==> config.mk <==
export PLATFORM = sky130hd
export DESIGN_NAME = handshake_constant_seq_flat
export DESIGN_NICKNAME = d
export VERILOG_FILES = /design/src/rtl/handshake_constant_seq_pkg.sv /design/src/rtl/handshake_constant_seq_if.sv /design/src/rtl/handshake_constant_seq.sv /design/src/flat_wrapper.sv
export SDC_FILE = /design/constraint.sdc
export NUM_CORES = 1
export LEC_CHECK = 0
export ABC_AREA = 1
export ABC_CLOCK_PERIOD_IN_PS = 1450
export BUFFER_PORTS_ARGS = -buffer_cell sky130_fd_sc_hd__clkbuf_2
export CORE_AREA = 4 4 41 43
export CTS_BUF_LIST = sky130_fd_sc_hd__clkbuf_8
export DETAILED_ROUTE_END_ITERATION = 7
export DIE_AREA = 0 0 45 47
export GPL_ROUTABILITY_DRIVEN = 0
export PLACE_DENSITY = 0.66
export SLEW_MARGIN = 5
export SYNTH_ARGS = -nofsm -noshare
export SYNTH_HDL_FRONTEND = slang
export SYNTH_SLANG_ARGS = --single-unit
==> constraint.sdc <==
create_clock -name clk -period 1.45 [get_ports clk]
set_clock_uncertainty 0.1 [all_clocks]
set_input_delay 0.29 -clock clk [delete_from_list [all_inputs] [get_ports clk]]
set_output_delay 0.29 -clock clk [all_outputs]
set_load 0.005 [all_outputs]
==> src/rtl/handshake_constant_seq_pkg.sv <==
// handshake_constant_seq_pkg: shared types and sizing helpers for counted handshake blocks
package handshake_constant_seq_pkg;

    typedef enum logic {IDLE, EMIT} state_t;

    // Counter width for values 0..n-1, never narrower than one bit
    function automatic int cnt_width(input int n);
        return (n > 2) ? $clog2(n) : 1;
    endfunction

endpackage

==> src/rtl/handshake_constant_seq_if.sv <==
// handshake_constant_seq_if: ctrl token input and sequence output handshakes
interface handshake_constant_seq_if #(
    parameter int DATA_WIDTH = 32
);
    logic                  ctrl_valid;
    logic                  ctrl_ready;
    logic [DATA_WIDTH-1:0] outs;
    logic                  outs_valid;
    logic                  outs_ready;
    logic                  outs_last;

    modport master (
        output ctrl_valid,
        input  ctrl_ready,
        input  outs,
        input  outs_valid,
        input  outs_last,
        output outs_ready
    );

    modport slave (
        input  ctrl_valid,
        output ctrl_ready,
        output outs,
        output outs_valid,
        output outs_last,
        input  outs_ready
    );
endinterface

==> src/rtl/handshake_constant_seq.sv <==
// handshake_constant_seq: each ctrl token yields a registered burst VALUE, VALUE+STEP, ... of REPEAT tokens
module handshake_constant_seq
    import handshake_constant_seq_pkg::*;
#(
    parameter int     DATA_WIDTH = 32,
    parameter longint VALUE      = 0,
    parameter longint STEP       = 0,
    parameter int     REPEAT     = 1
) (
    input logic                     clk,
    input logic                     rst,
    handshake_constant_seq_if.slave bus
);
    localparam int CW = cnt_width(REPEAT);
    localparam logic [DATA_WIDTH-1:0] FIRST  = DATA_WIDTH'(VALUE);
    localparam logic [DATA_WIDTH-1:0] INC    = DATA_WIDTH'(STEP);
    localparam logic [CW-1:0]         PENULT = CW'(REPEAT - 2);

    if (REPEAT < 1) begin : g_bad_repeat
        $error("handshake_constant_seq: REPEAT must be >= 1");
    end

    state_t                state;
    logic [DATA_WIDTH-1:0] outs;
    logic                  last;
    logic [CW-1:0]         cnt;
    logic                  ready;
    logic                  ctrl_fire;
    logic                  out_fire;

    // A new token may enter while the final token of the current burst leaves
    assign ready     = (state == IDLE) || (last && bus.outs_ready);
    assign ctrl_fire = bus.ctrl_valid && ready;
    assign out_fire  = (state == EMIT) && bus.outs_ready;

    always_ff @(posedge clk or posedge rst) begin
        if (rst) begin
            state <= IDLE;
            outs  <= '0;
            last  <= 1'b0;
            cnt   <= '0;
        end else if (ctrl_fire) begin
            state <= EMIT;
            outs  <= FIRST;
            last  <= (REPEAT == 1);
            cnt   <= '0;
        end else if (out_fire) begin
            if (last) begin
                state <= IDLE;
                cnt   <= '0;
            end else begin
                outs <= outs + INC;
                last <= (cnt == PENULT);
                cnt  <= cnt + CW'(1);
            end
        end
    end

    assign bus.ctrl_ready = ready;
    assign bus.outs       = outs;
    assign bus.outs_valid = (state == EMIT);
    assign bus.outs_last  = last;
endmodule

==> src/flat_wrapper.sv <==
// flat-port wrapper written by rule: the top's interface ports become plain ports
module handshake_constant_seq_flat import handshake_constant_seq_pkg::*;
#(
    parameter int     DATA_WIDTH = 32,
    parameter longint VALUE      = 0,
    parameter longint STEP       = 0,
    parameter int     REPEAT     = 1
)
  (clk, rst, bus_ctrl_valid, bus_ctrl_ready, bus_outs, bus_outs_valid, bus_outs_last, bus_outs_ready);
  handshake_constant_seq_if #(.DATA_WIDTH(DATA_WIDTH)) bus_i ();
  input logic clk;
  input logic rst;
  input wire logic [$bits(bus_i.ctrl_valid)-1:0] bus_ctrl_valid;
  output wire logic [$bits(bus_i.ctrl_ready)-1:0] bus_ctrl_ready;
  output wire logic [$bits(bus_i.outs)-1:0] bus_outs;
  output wire logic [$bits(bus_i.outs_valid)-1:0] bus_outs_valid;
  output wire logic [$bits(bus_i.outs_last)-1:0] bus_outs_last;
  input wire logic [$bits(bus_i.outs_ready)-1:0] bus_outs_ready;
  assign bus_i.ctrl_valid = bus_ctrl_valid;
  assign bus_ctrl_ready = bus_i.ctrl_ready;
  assign bus_outs = bus_i.outs;
  assign bus_outs_valid = bus_i.outs_valid;
  assign bus_outs_last = bus_i.outs_last;
  assign bus_i.outs_ready = bus_outs_ready;
  handshake_constant_seq #(.DATA_WIDTH(DATA_WIDTH), .VALUE(VALUE), .STEP(STEP), .REPEAT(REPEAT)) u_core (.clk(clk), .rst(rst), .bus(bus_i));
endmodule
Word level (Yosys, flattened, before mapping). Index checks and enable logic that the tools add are counted.

$add $sub $neg: 1. Reduce and logical (&&, ||, !) cells: 7. Muxes and demuxes: 10. Bitwise gates (word level): 1.

Operators with widths (count): $mux 32 (1); $mux 1 (9); $reduce_bool 2->1 (2); $logic_and 1x1->1 (3); $reduce_and 2->1 (1); $add 1x1->1 const B (1); $logic_or 1x1->1 (1); $not 1->1 (1).

Register bits: 35.

Logic depth before layout (Yosys ltp). Gate-level depths: netlist of the first run.

Word-level depth: 5. Gate-level depth with buffers: 5. Gate-level depth less buffers: 5.

Least setup slack after synthesis of the first run. No wires, ideal clock.

Path kind: flip-flop to output port. Start point: register u_core.last, in the netlist u_core.bus.outs_last. End point: output bus_ctrl_ready. Cell stages (with the launch flop): 3. Slack: 536 ps. Data arrival time: 524 ps. Path through: dfrtp_1 -> nand2_1 -> nand2_2.

Longest elaborated chain between the ends: 2.

RTL lines: from (decl) (line handshake_constant_seq.sv:25) `logic last;`; from (signal assigned) (line handshake_constant_seq.sv:45) `last <= (REPEAT == 1);`; from (signal assigned) (line handshake_constant_seq.sv:53) `last <= (cnt == PENULT);`; $logic_and 1x1->1 (line handshake_constant_seq.sv:32) `assign ready = (state == IDLE) || (last && bus.outs_ready);`; $logic_or 1x1->1 (line handshake_constant_seq.sv:32); to (decl) (line flat_wrapper.sv:14) `output wire logic [$bits(bus_i.ctrl_ready)-1:0] bus_ctrl_ready;`.

No other way between the ends.

Worst setup path after layout of the first run. Same ends and word-level chain as after synthesis.

==> results of run 1 <==
logic make-up after synthesis:
family | count (synthesis) | share of synthesized area
DFF | 3 | 0.198
buffers and inverters | 33 | 0.644
other | 1 | 0.00989
and+or+nand+nor | 11 | 0.149
final cells by class:
class | instances | share of cell area
well taps | 15 | 0.0523
clock inverters | 1 | 0.0105
repair buffers | 7 | 0.111
inverters | 1 | 0.0105
multi-input cells | 43 | 0.491
flip-flops and latches | 3 | 0.209
clock buffers | 3 | 0.115
synth_stat cells:
library cell | n | area share
nor2_2 | 1 | 0.017
nand2_2 | 3 | 0.050
nor2_1 | 2 | 0.020
nand3_1 | 1 | 0.013
nand2_1 | 3 | 0.030
conb_1 | 1 | 0.0099
dfrtp_1 | 3 | 0.20
inv_1 | 1 | 0.0099
buf_4 | 32 | 0.63
nand3b_1 | 1 | 0.020
repair_timing:
| action | 4_1_cts | 5_1_grt |
|---|---|---|
| endpoints found under the hold margin | 3 | 0 |
| gates resized for setup | 0 | 0 |
| hold buffers | 1 | 0 |
metal layers:
layer | part of all wire | vias to the layer above | wire [µm] | GRT usage
met5 | 0 | - | 0 | 0
met4 | 0 | 0 | 0 | 0.0702
met3 | 0.22 | 0 | 114 | 0.0345
met2 | 0.49 | 20 | 252 | 0.0480
met1 | 0.29 | 84 | 153 | 0.0503
li1 | - | 99 | - | -
worst max-delay path: stages, from the launching register on:
cell and delay, ns:
dfrtp_1 0.39, nand2_1 0.08, nand2_2 0.06, clkbuf_2 0.11
where the power goes:
part,internal (mW),switching [mW]
sequential,0.0875,0.00344
clock,0.180,0.0523
combinational,0.0123,0.0339
path summary, 6_finish.rpt:
path	cells past startpoint	from	end	slack (ns)
worst max register to register	4	u_core.bus.outs_last$_DFFE_PP0P_	u_core.bus.outs_last$_DFFE_PP0P_	0.52
min in group asynchronous	3	rst	u_core.cnt$_DFFE_PP0P_	0.38
worst max-delay path	3	u_core.bus.outs_last$_DFFE_PP0P_	bus_ctrl_ready	0.19
worst min-delay path	3	bus_ctrl_valid	u_core.bus.outs_valid$_DFFE_PP0P_	0.22
max in group asynchronous	3	rst	u_core.bus.outs_last$_DFFE_PP0P_	0.73
worst min register to register	2	u_core.cnt$_DFFE_PP0P_	u_core.cnt$_DFFE_PP0P_	0.42
state kept, by name (all words and copies together), names as in the netlist:
register	cells
u_core.bus.outs_last	1
u_core.bus.outs_valid	1
u_core.cnt	1
==> summary.txt, run 1 <==
status = finished clean
critical-path maximum fanout = 4
most frequent cells in the layout = conb_1, clkbuf_2
max-cap violations = 0
post-layout util = 0.276
antenna fix cells = 0
filler instances = 148
register area share after synthesis = 0.198
Core Box Area = 0.00130 mm²
average size of a mapped cell = 7.90 µm²
Final Hold Slack = 0.220 ns
area of the multi-input gates = 176 µm²
die area = 0.00212 mm²
fin area = 359 µm²
clk sinks = 3
WS Path Type = register to output pin
Pwr per Cell Area = 1030 mW/mm²
Post-CTS Setup Inserts = 0
DP HPWL = 434 µm
Final Hold Viols = 0
Max Root-Sink Buffers = 2
Die Y = 47 µm
#FFs+latches synth = 3
placed insts = 68
TritonCTS clock tree = built
YS warnings = 0
Yosys cell types = 10
post-layout min period = 1.26 ns
Routed WL = 519 µm
antenna violations before repair = 0
RSZ-0062 raised after global routing = false
TritonRoute pass-1 iters = 1
worst slack, placed = 0.414 ns
Layout area overhead = -5.28%
row cnt = 13
non-filler instance count after layout = 73
hold crit path type = input pin to register
antenna viol nets, final = 0
Overall Global Routing Usage = 0.0475
# IOs = 39
Iteration-0 DRC Markers = 0
final setup fails = 0
port buffer count = 6
detailed-route DRC error count = 0
Initial Utilization = 0.291
Max Slew Vio Count = 0
DP Area = 304 µm²
first-pass GRT wire length = 579 µm
wire per inst = 7.11 µm
Mapped Cells = 48
maximum VDD drop = 0.313 mV
via count = 203
Leak = 0.223 nW
setup ws final = 0.195 ns
Reg clk slew, reported paths = 0.03 ns
commonest non-fill, non-tap cell in the layout = conb_1
CP Launch Type = register
total CTS buffers = 3
maximum clock rate = 797 MHz
crit path DAT = 0.87 ns
PnR Total Power = 0.370 mW
cell area after synthesis = 379 µm²
share of cells above drive strength 1 = 0.224
die width = 45 µm
setup TNS = 0 ns
number of global-route vias before repair = 149
Clock Latency Late Sink = 0.21 ns
Setup crit end kind = output pin
post-DR vias/cell = 2.78
Final nets = 63
total grt overflow = 0
required time worst endpoint = 1.06 ns
register area = 75.1 µm²
largest net degree at the start of global routing = 5
H-tree depth = 1
fin crit share = 0.866
CTS root buffer = clkbuf_8
No activity file was read; power rests on OpenSTA's default activity.
==> run 2, diff against run 1 <==
--- a/config.mk
+++ b/config.mk
@@ -5,7 +5,6 @@
 export SDC_FILE = /design/constraint.sdc
 export NUM_CORES = 1
 export LEC_CHECK = 0
-export ABC_AREA = 1
 export ABC_CLOCK_PERIOD_IN_PS = 1450
 export BUFFER_PORTS_ARGS = -buffer_cell sky130_fd_sc_hd__clkbuf_2
 export CORE_AREA = 4 4 41 43
==> run 2 against run 1 <==
Count of clock-buffer cells in the layout unchanged. Highest routed layer unchanged. Largest power group unchanged. Cell area up 1.0%. Utilization up 0.29 points. Clock power about the same. Critical endpoint unchanged. Cell count down 1.4%. Die area unchanged.
==> summary.txt, run 2 <==
Synth Area in XOR/XNOR = 0 (unchanged)
Core Box Area = 0.00130 mm² (unchanged)
Post-synth top cells = buf_4, dfrtp_1, nand2_1
filler instances = 150 (+1.4%)
Mapped Cells = 47 (-2.1%)
top_reg_cell synth = dfrtp_1
DP Area = 308 µm² (+1.2%)
Setup crit end kind = output pin
total grt overflow = 0 (unchanged)
Max Slew Vio Count = 0 (unchanged)
Final Hold Slack = 0.216 ns (-0.00440 ns)
DP HPWL = 467 µm (+7.6%)
Yosys cell types = 11 (+1)
largest net degree at the start of global routing = 6 (+1)
PnR Total Power = 0.358 mW (-3.2%)
critical-path maximum fanout = 4 (unchanged)
YS warnings = 0 (unchanged)
TritonCTS clock tree = built
status = finished clean
crit path DAT = 0.84 ns (-0.03 ns)
Worst setup endpoint = bus_ctrl_ready
register area share after synthesis = 0.196 (-0.00194)
maximum VDD drop = 0.410 mV (+31%)
Layout area overhead = -5.23% (about the same)
clk sinks = 3 (unchanged)
share of cells above drive strength 1 = 0.175 (-0.0487)
Reg clk slew, reported paths = 0.03 ns (about the same)
most common cell in the netlist = buf_4
setup TNS = 0 ns (unchanged)
RSZ-0062 raised after global routing = false
Final nets = 62 (-1.6%)
row cnt = 13 (unchanged)
simple-gate share of the synthesized area = 0.0948 (-0.0537)
hold crit path type = input pin to register
port buffer count = 6 (unchanged)
H-tree depth = 1 (unchanged)
required time worst endpoint = 1.06 ns (about the same)
Final Hold Viols = 0 (unchanged)
worst reg2reg path depth = 3 (-1)
average size of a mapped cell = 8.15 µm² (+3.1%)
via count = 213 (+4.9%)
#FFs+latches synth = 3 (unchanged)
Async S/R FF share, synth = 1.00 (unchanged)
Max Root-Sink Buffers = 2 (unchanged)
maximum clock rate = 810 MHz (+1.7%)
CP startpoint = u_core.bus.outs_last$_DFFE_PP0P_
multiplexer share of the synthesized area = 0.0261 (+0.0261)
dominant cell type by area after synthesis = buf_4
EDFF count, synth = 0 (unchanged)
post-layout util = 0.279 (+0.00288)
Worst R2R End = u_core.bus.outs_last$_DFFE_PP0P_
Pwr per Cell Area = 985 mW/mm² (-4.2%)
post-layout min period = 1.23 ns (-0.0209 ns)
wire per inst = 7.11 µm (about the same)
antenna violations before repair = 0 (unchanged)
commonest non-fill, non-tap cell in the layout = conb_1
final setup fails = 0 (unchanged)
max-cap violations = 0 (unchanged)
adder-cell share of the synthesized area = 0 (unchanged)
Initial Utilization = 0.294 (+0.00288)
fin crit share = 0.851 (-0.0144)
fin area = 363 µm² (+1.0%)
r2r startpoint = u_core.bus.outs_valid$_DFFE_PP0P_
WS Path Type = register to output pin
Post-CTS Setup Inserts = 0 (unchanged)
Routed WL = 512 µm (-1.3%)
die area = 0.00212 mm² (unchanged)
Iteration-0 DRC Markers = 0 (unchanged)
die width = 45 µm (unchanged)
post-synth top area share = 0.627 (-0.00621)
Die Y = 47 µm (unchanged)
TritonRoute pass-1 iters = 1 (unchanged)
Clock Latency Late Sink = 0.21 ns (about the same)
Compound-Gate Fraction of Synth Area = 0.0359 (+0.0359)
CTS root buffer = clkbuf_8
hold path depth = 2 (-1)
detailed-route DRC error count = 0 (unchanged)
number of global-route vias before repair = 148 (-0.67%)
Overall Global Routing Usage = 0.0412 (-0.00633)
R2R setup slack = 0.41 ns (-0.11 ns)
post-DR vias/cell = 2.96 (+6.4%)
CP Launch Type = register
post-CTS sizing = 0 (unchanged)
largest family of logic cells by synthesized area = buffers and inverters
cell area after synthesis = 383 µm² (+0.99%)
first-pass GRT wire length = 531 µm (-8.3%)
ranking of synthesized cells by area = buf_4, dfrtp_1, nand2b_1
antenna viol nets, final = 0 (unchanged)
total CTS buffers = 3 (unchanged)
antenna fix cells = 0 (unchanged)
most frequent cells in the layout = conb_1, clkbuf_2, nand2_1, clkbuf_8, dfrtp_1
# IOs = 39 (unchanged)
Leak = 0.218 nW (-2.3%)
[run 2: layout make-up]
type / instances / area, µm² / area share
clock buffer: 3 / 41.3 / 0.114
multi-input combinational: 42 / 180 / 0.497
timing repair buffer: 7 / 40.0 / 0.110
sequential: 3 / 75.1 / 0.207
clock inverter: 1 / 3.75 / 0.0103
inverter: 1 / 3.75 / 0.0103
tap: 15 / 18.8 / 0.0517
[run 2: critical path, stage by stage, from the launching register on]
cell	delay, ns
dfrtp_1	0.38
nand2_1	0.06
nand2_1	0.07
clkbuf_2	0.12
[run 2: how the worst min path moves through the flow]
stage | startpoint | to | slack (ns)
floorplan | rst | u_core.bus.outs_last$_DFFE_PP0P_ | -0.06
global placement | rst | u_core.bus.outs_last$_DFFE_PP0P_ | 0.04
detailed placement | rst | u_core.cnt$_DFFE_PP0P_ | 0.04
CTS | bus_ctrl_valid | u_core.bus.outs_valid$_DFFE_PP0P_ | 0.22
global route | bus_ctrl_valid | u_core.bus.outs_valid$_DFFE_PP0P_ | 0.23
finish | bus_ctrl_valid | u_core.bus.outs_valid$_DFFE_PP0P_ | 0.22
[run 2: repair_timing]
item                                    CTS  global route
endpoints found under the setup margin    0             0
endpoints found under the hold margin     3             0
hold buffers                              1             0
[run 2: through the flow]
stage          std cells  worst slack [ns]
2_1_floorplan         78             0.463
3_3_place_gp          67             0.412
3_5_place_dp          67             0.395
4_1_cts               72             0.198
5_1_grt               72             0.149
6_report              72             0.216
[run 2: per-layer routing]
metal,up-vias,global-route usage,share of wire
li1,98,-,-
met1,96,0.0297,0.21
met2,19,0.0565,0.57
met3,0,0.0268,0.21
met4,0,0.0702,0
met5,-,0,0
[run 2: power by group]
group          leakage, nW  switching, mW  internal, mW
registers           0.0335        0.00276        0.0863
logic                0.158         0.0298        0.0102
clock network       0.0269         0.0489         0.180
[run 2: kinds of logic (layout without fill, tap and decap cells)]
group / after synthesis / after routing
buffers and inverters: 33 / 12
and+or+nand+nor: 7 / 7
DFF: 3 / 3
AOI/OAI and AO/OA: 2 / 2
other: 1 / 32
muxes: 1 / 1
==> run 3, diff against run 2 <==
--- a/config.mk
+++ b/config.mk
@@ -5,10 +5,11 @@
 export SDC_FILE = /design/constraint.sdc
 export NUM_CORES = 1
 export LEC_CHECK = 0
-export ABC_CLOCK_PERIOD_IN_PS = 1450
+export ABC_CLOCK_PERIOD_IN_PS = 1200
 export BUFFER_PORTS_ARGS = -buffer_cell sky130_fd_sc_hd__clkbuf_2
 export CORE_AREA = 4 4 41 43
 export CTS_BUF_LIST = sky130_fd_sc_hd__clkbuf_8
+export CTS_CLUSTER_DIAMETER = 50
 export DETAILED_ROUTE_END_ITERATION = 7
 export DIE_AREA = 0 0 45 47
 export GPL_ROUTABILITY_DRIVEN = 0
==> constraint.sdc (replaced) <==
create_clock -name clk -period 1.2 [get_ports clk]
set_clock_uncertainty 0.1 [all_clocks]
set_input_delay 0.24 -clock clk [delete_from_list [all_inputs] [get_ports clk]]
set_output_delay 0.24 -clock clk [all_outputs]
set_load 0.005 [all_outputs]
==> run 3 against run 2 <==
Wire length did not move. Flip-flop and latch count did not move. Clock power up 21%. Critical path depth stayed put. Cell count unchanged. First-iteration DRC count rose by 6. Sequential share of layout area is 0.14 points lower. Via count grew 0.47%. Utilization increased by 0.19 points. Total power grew 21%.
==> summary.txt, run 3 (same netlist as run 2, synthesis figures left out) <==
status = finished clean
Iteration-0 DRC Markers = 6 (+6)
clk sinks = 3 (unchanged)
# IOs = 39 (unchanged)
first-pass GRT wire length = 538 µm (+1.3%)
Routed WL = 512 µm (unchanged)
die area = 0.00212 mm² (unchanged)
TritonCTS clock tree = built
Worst R2R End = u_core.bus.outs_last$_DFFE_PP0P_
critical-path maximum fanout = 4 (unchanged)
CP Launch Type = register
number of global-route vias before repair = 145 (-2.0%)
setup TNS = 0 ns (unchanged)
antenna fix cells = 0 (unchanged)
CP startpoint = u_core.bus.outs_last$_DFFE_PP0P_
Initial Utilization = 0.294 (unchanged)
Clk network pwr share = 0.638 (about the same)
Leak = 0.219 nW (about the same)
wire per inst = 7.11 µm (unchanged)
detailed-route DRC error count = 0 (unchanged)
total CTS buffers = 3 (unchanged)
final setup fails = 0 (unchanged)
Final Hold Viols = 0 (unchanged)
Max Slew Vio Count = 0 (unchanged)
Pwr per Cell Area = 1190 mW/mm² (+21%)
filler instances = 142 (-5.3%)
Reg clk slew, reported paths = 0.03 ns (about the same)
Overall Global Routing Usage = 0.0412 (unchanged)
setup ws final = 0.0139 ns (-0.202 ns)
Flop pwr share = 0.249 (about the same)
Die Y = 47 µm (unchanged)
total grt overflow = 0 (unchanged)
Pint = 0.334 mW (+21%)
via count = 214 (+0.47%)
required time worst endpoint = 0.86 ns (-0.20 ns)
hold crit path type = input pin to register
crit path DAT = 0.85 ns (about the same)
maximum clock rate = 843 MHz
R2R setup slack = 0.15 ns (-0.26 ns)
row cnt = 13 (unchanged)
worst reg2reg path depth = 3 (unchanged)
most frequent cells in the layout = conb_1, clkbuf_2, clkbuf_8, dfrtp_1
Layout area overhead = -4.58%
Switching Fraction = 0.230 (+0.00250)
maximum VDD drop = 0.523 mV (+27%)
H-tree depth = 1 (unchanged)
Core Box Area = 0.00130 mm² (unchanged)
Setup crit end kind = output pin
WS Path Type = register to output pin
post-DR vias/cell = 2.97 (+0.47%)
CTS root buffer = clkbuf_8
commonest non-fill, non-tap cell in the layout = conb_1
DP HPWL = 462 µm (-1.1%)
antenna viol nets, final = 0 (unchanged)
max-cap violations = 0 (unchanged)
antenna violations before repair = 0 (unchanged)
Max Root-Sink Buffers = 2 (unchanged)
Worst setup endpoint = bus_ctrl_ready
Final nets = 62 (unchanged)
Final Hold Slack = 0.155 ns (-0.0613 ns)
post-layout min period = 1.19 ns
Combinational Power Share = 0.113 (about the same)
TritonRoute pass-1 iters = 2 (+1)
Clock Latency Late Sink = 0.21 ns (about the same)
share of cells above drive strength 1 = 0.193 (+0.0175)
switching pwr = 0.0999 mW (+23%)
r2r startpoint = u_core.bus.outs_valid$_DFFE_PP0P_
fin crit share = 0.988
die width = 45 µm (unchanged)
worst slack, placed = 0.173 ns (-0.222 ns)
largest net degree at the start of global routing = 6 (unchanged)
RSZ-0062 raised after global routing = true
port buffer count = 6 (unchanged)
-- run 3: cell count changes in the layout (fill, tap and decap cells not counted) --
cell | previous run | this run
nand2_1 | 3 | 2
nand2_2 | 0 | 1
-- run 3: stage by stage --
stage | total power, mW | instance area, µm² | util | std cells
floorplan | 0.214 | 499 | - | 78
global placement | 0.151 | 308 | 0.237 | 67
global route | 0.461 | 365 | 0.281 | 72
CTS | 0.440 | 363 | 0.279 | 72
detailed placement | 0.152 | 308 | 0.237 | 67
finish | 0.434 | 365 | 0.281 | 72
-- run 3: power by group through the flow --
stage / registers [mW] / clock network (mW) / logic [mW]
after floorplan: 0.109 / 0 / 0.106
after global placement: 0.108 / 0 / 0.0430
after detailed placement: 0.109 / 0 / 0.0433
after CTS: 0.108 / 0.287 / 0.0460
after global routing: 0.109 / 0.293 / 0.0592
final: 0.108 / 0.277 / 0.0489
-- run 3: timing repair --
item	4_1_cts	5_1_grt
hold endpoints to repair	3	0
gates resized for setup	0	1
setup endpoints to repair	0	1
hold buffers	1	0
setup buffers	0	0
-- run 3: metal layers --
layer | vias up | global-route usage | part of all wire
met5 | - | 0 | 0
met4 | 0 | 0.0351 | 0
met3 | 0 | 0.0460 | 0.23
met2 | 21 | 0.0565 | 0.50
met1 | 95 | 0.0320 | 0.27
li1 | 98 | - | -
-- run 3: worst min path at each step --
stage,startpoint,cells past startpoint,end
finish,bus_ctrl_valid,2,u_core.bus.outs_valid$_DFFE_PP0P_
global route,bus_ctrl_valid,2,u_core.bus.outs_valid$_DFFE_PP0P_
global placement,rst,2,u_core.bus.outs_last$_DFFE_PP0P_
CTS,bus_ctrl_valid,2,u_core.bus.outs_valid$_DFFE_PP0P_
floorplan,rst,1,u_core.bus.outs_last$_DFFE_PP0P_
detailed placement,rst,2,u_core.cnt$_DFFE_PP0P_
-- run 3: area by class of cell --
class / instances / area [µm²] / share of cell area
clock buffer: 3 / 41.3 / 0.113
clock inverter: 1 / 3.75 / 0.0103
inverter: 1 / 3.75 / 0.0103
multi-input combinational: 42 / 183 / 0.500
sequential: 3 / 75.1 / 0.205
tap: 15 / 18.8 / 0.0514
timing repair buffer: 7 / 40.0 / 0.110
-- run 3: critical path, cell delays in order (launching register included) --
cell	delay, ns
dfrtp_1	0.39
nand2_1	0.08
nand2_2	0.06
clkbuf_2	0.11
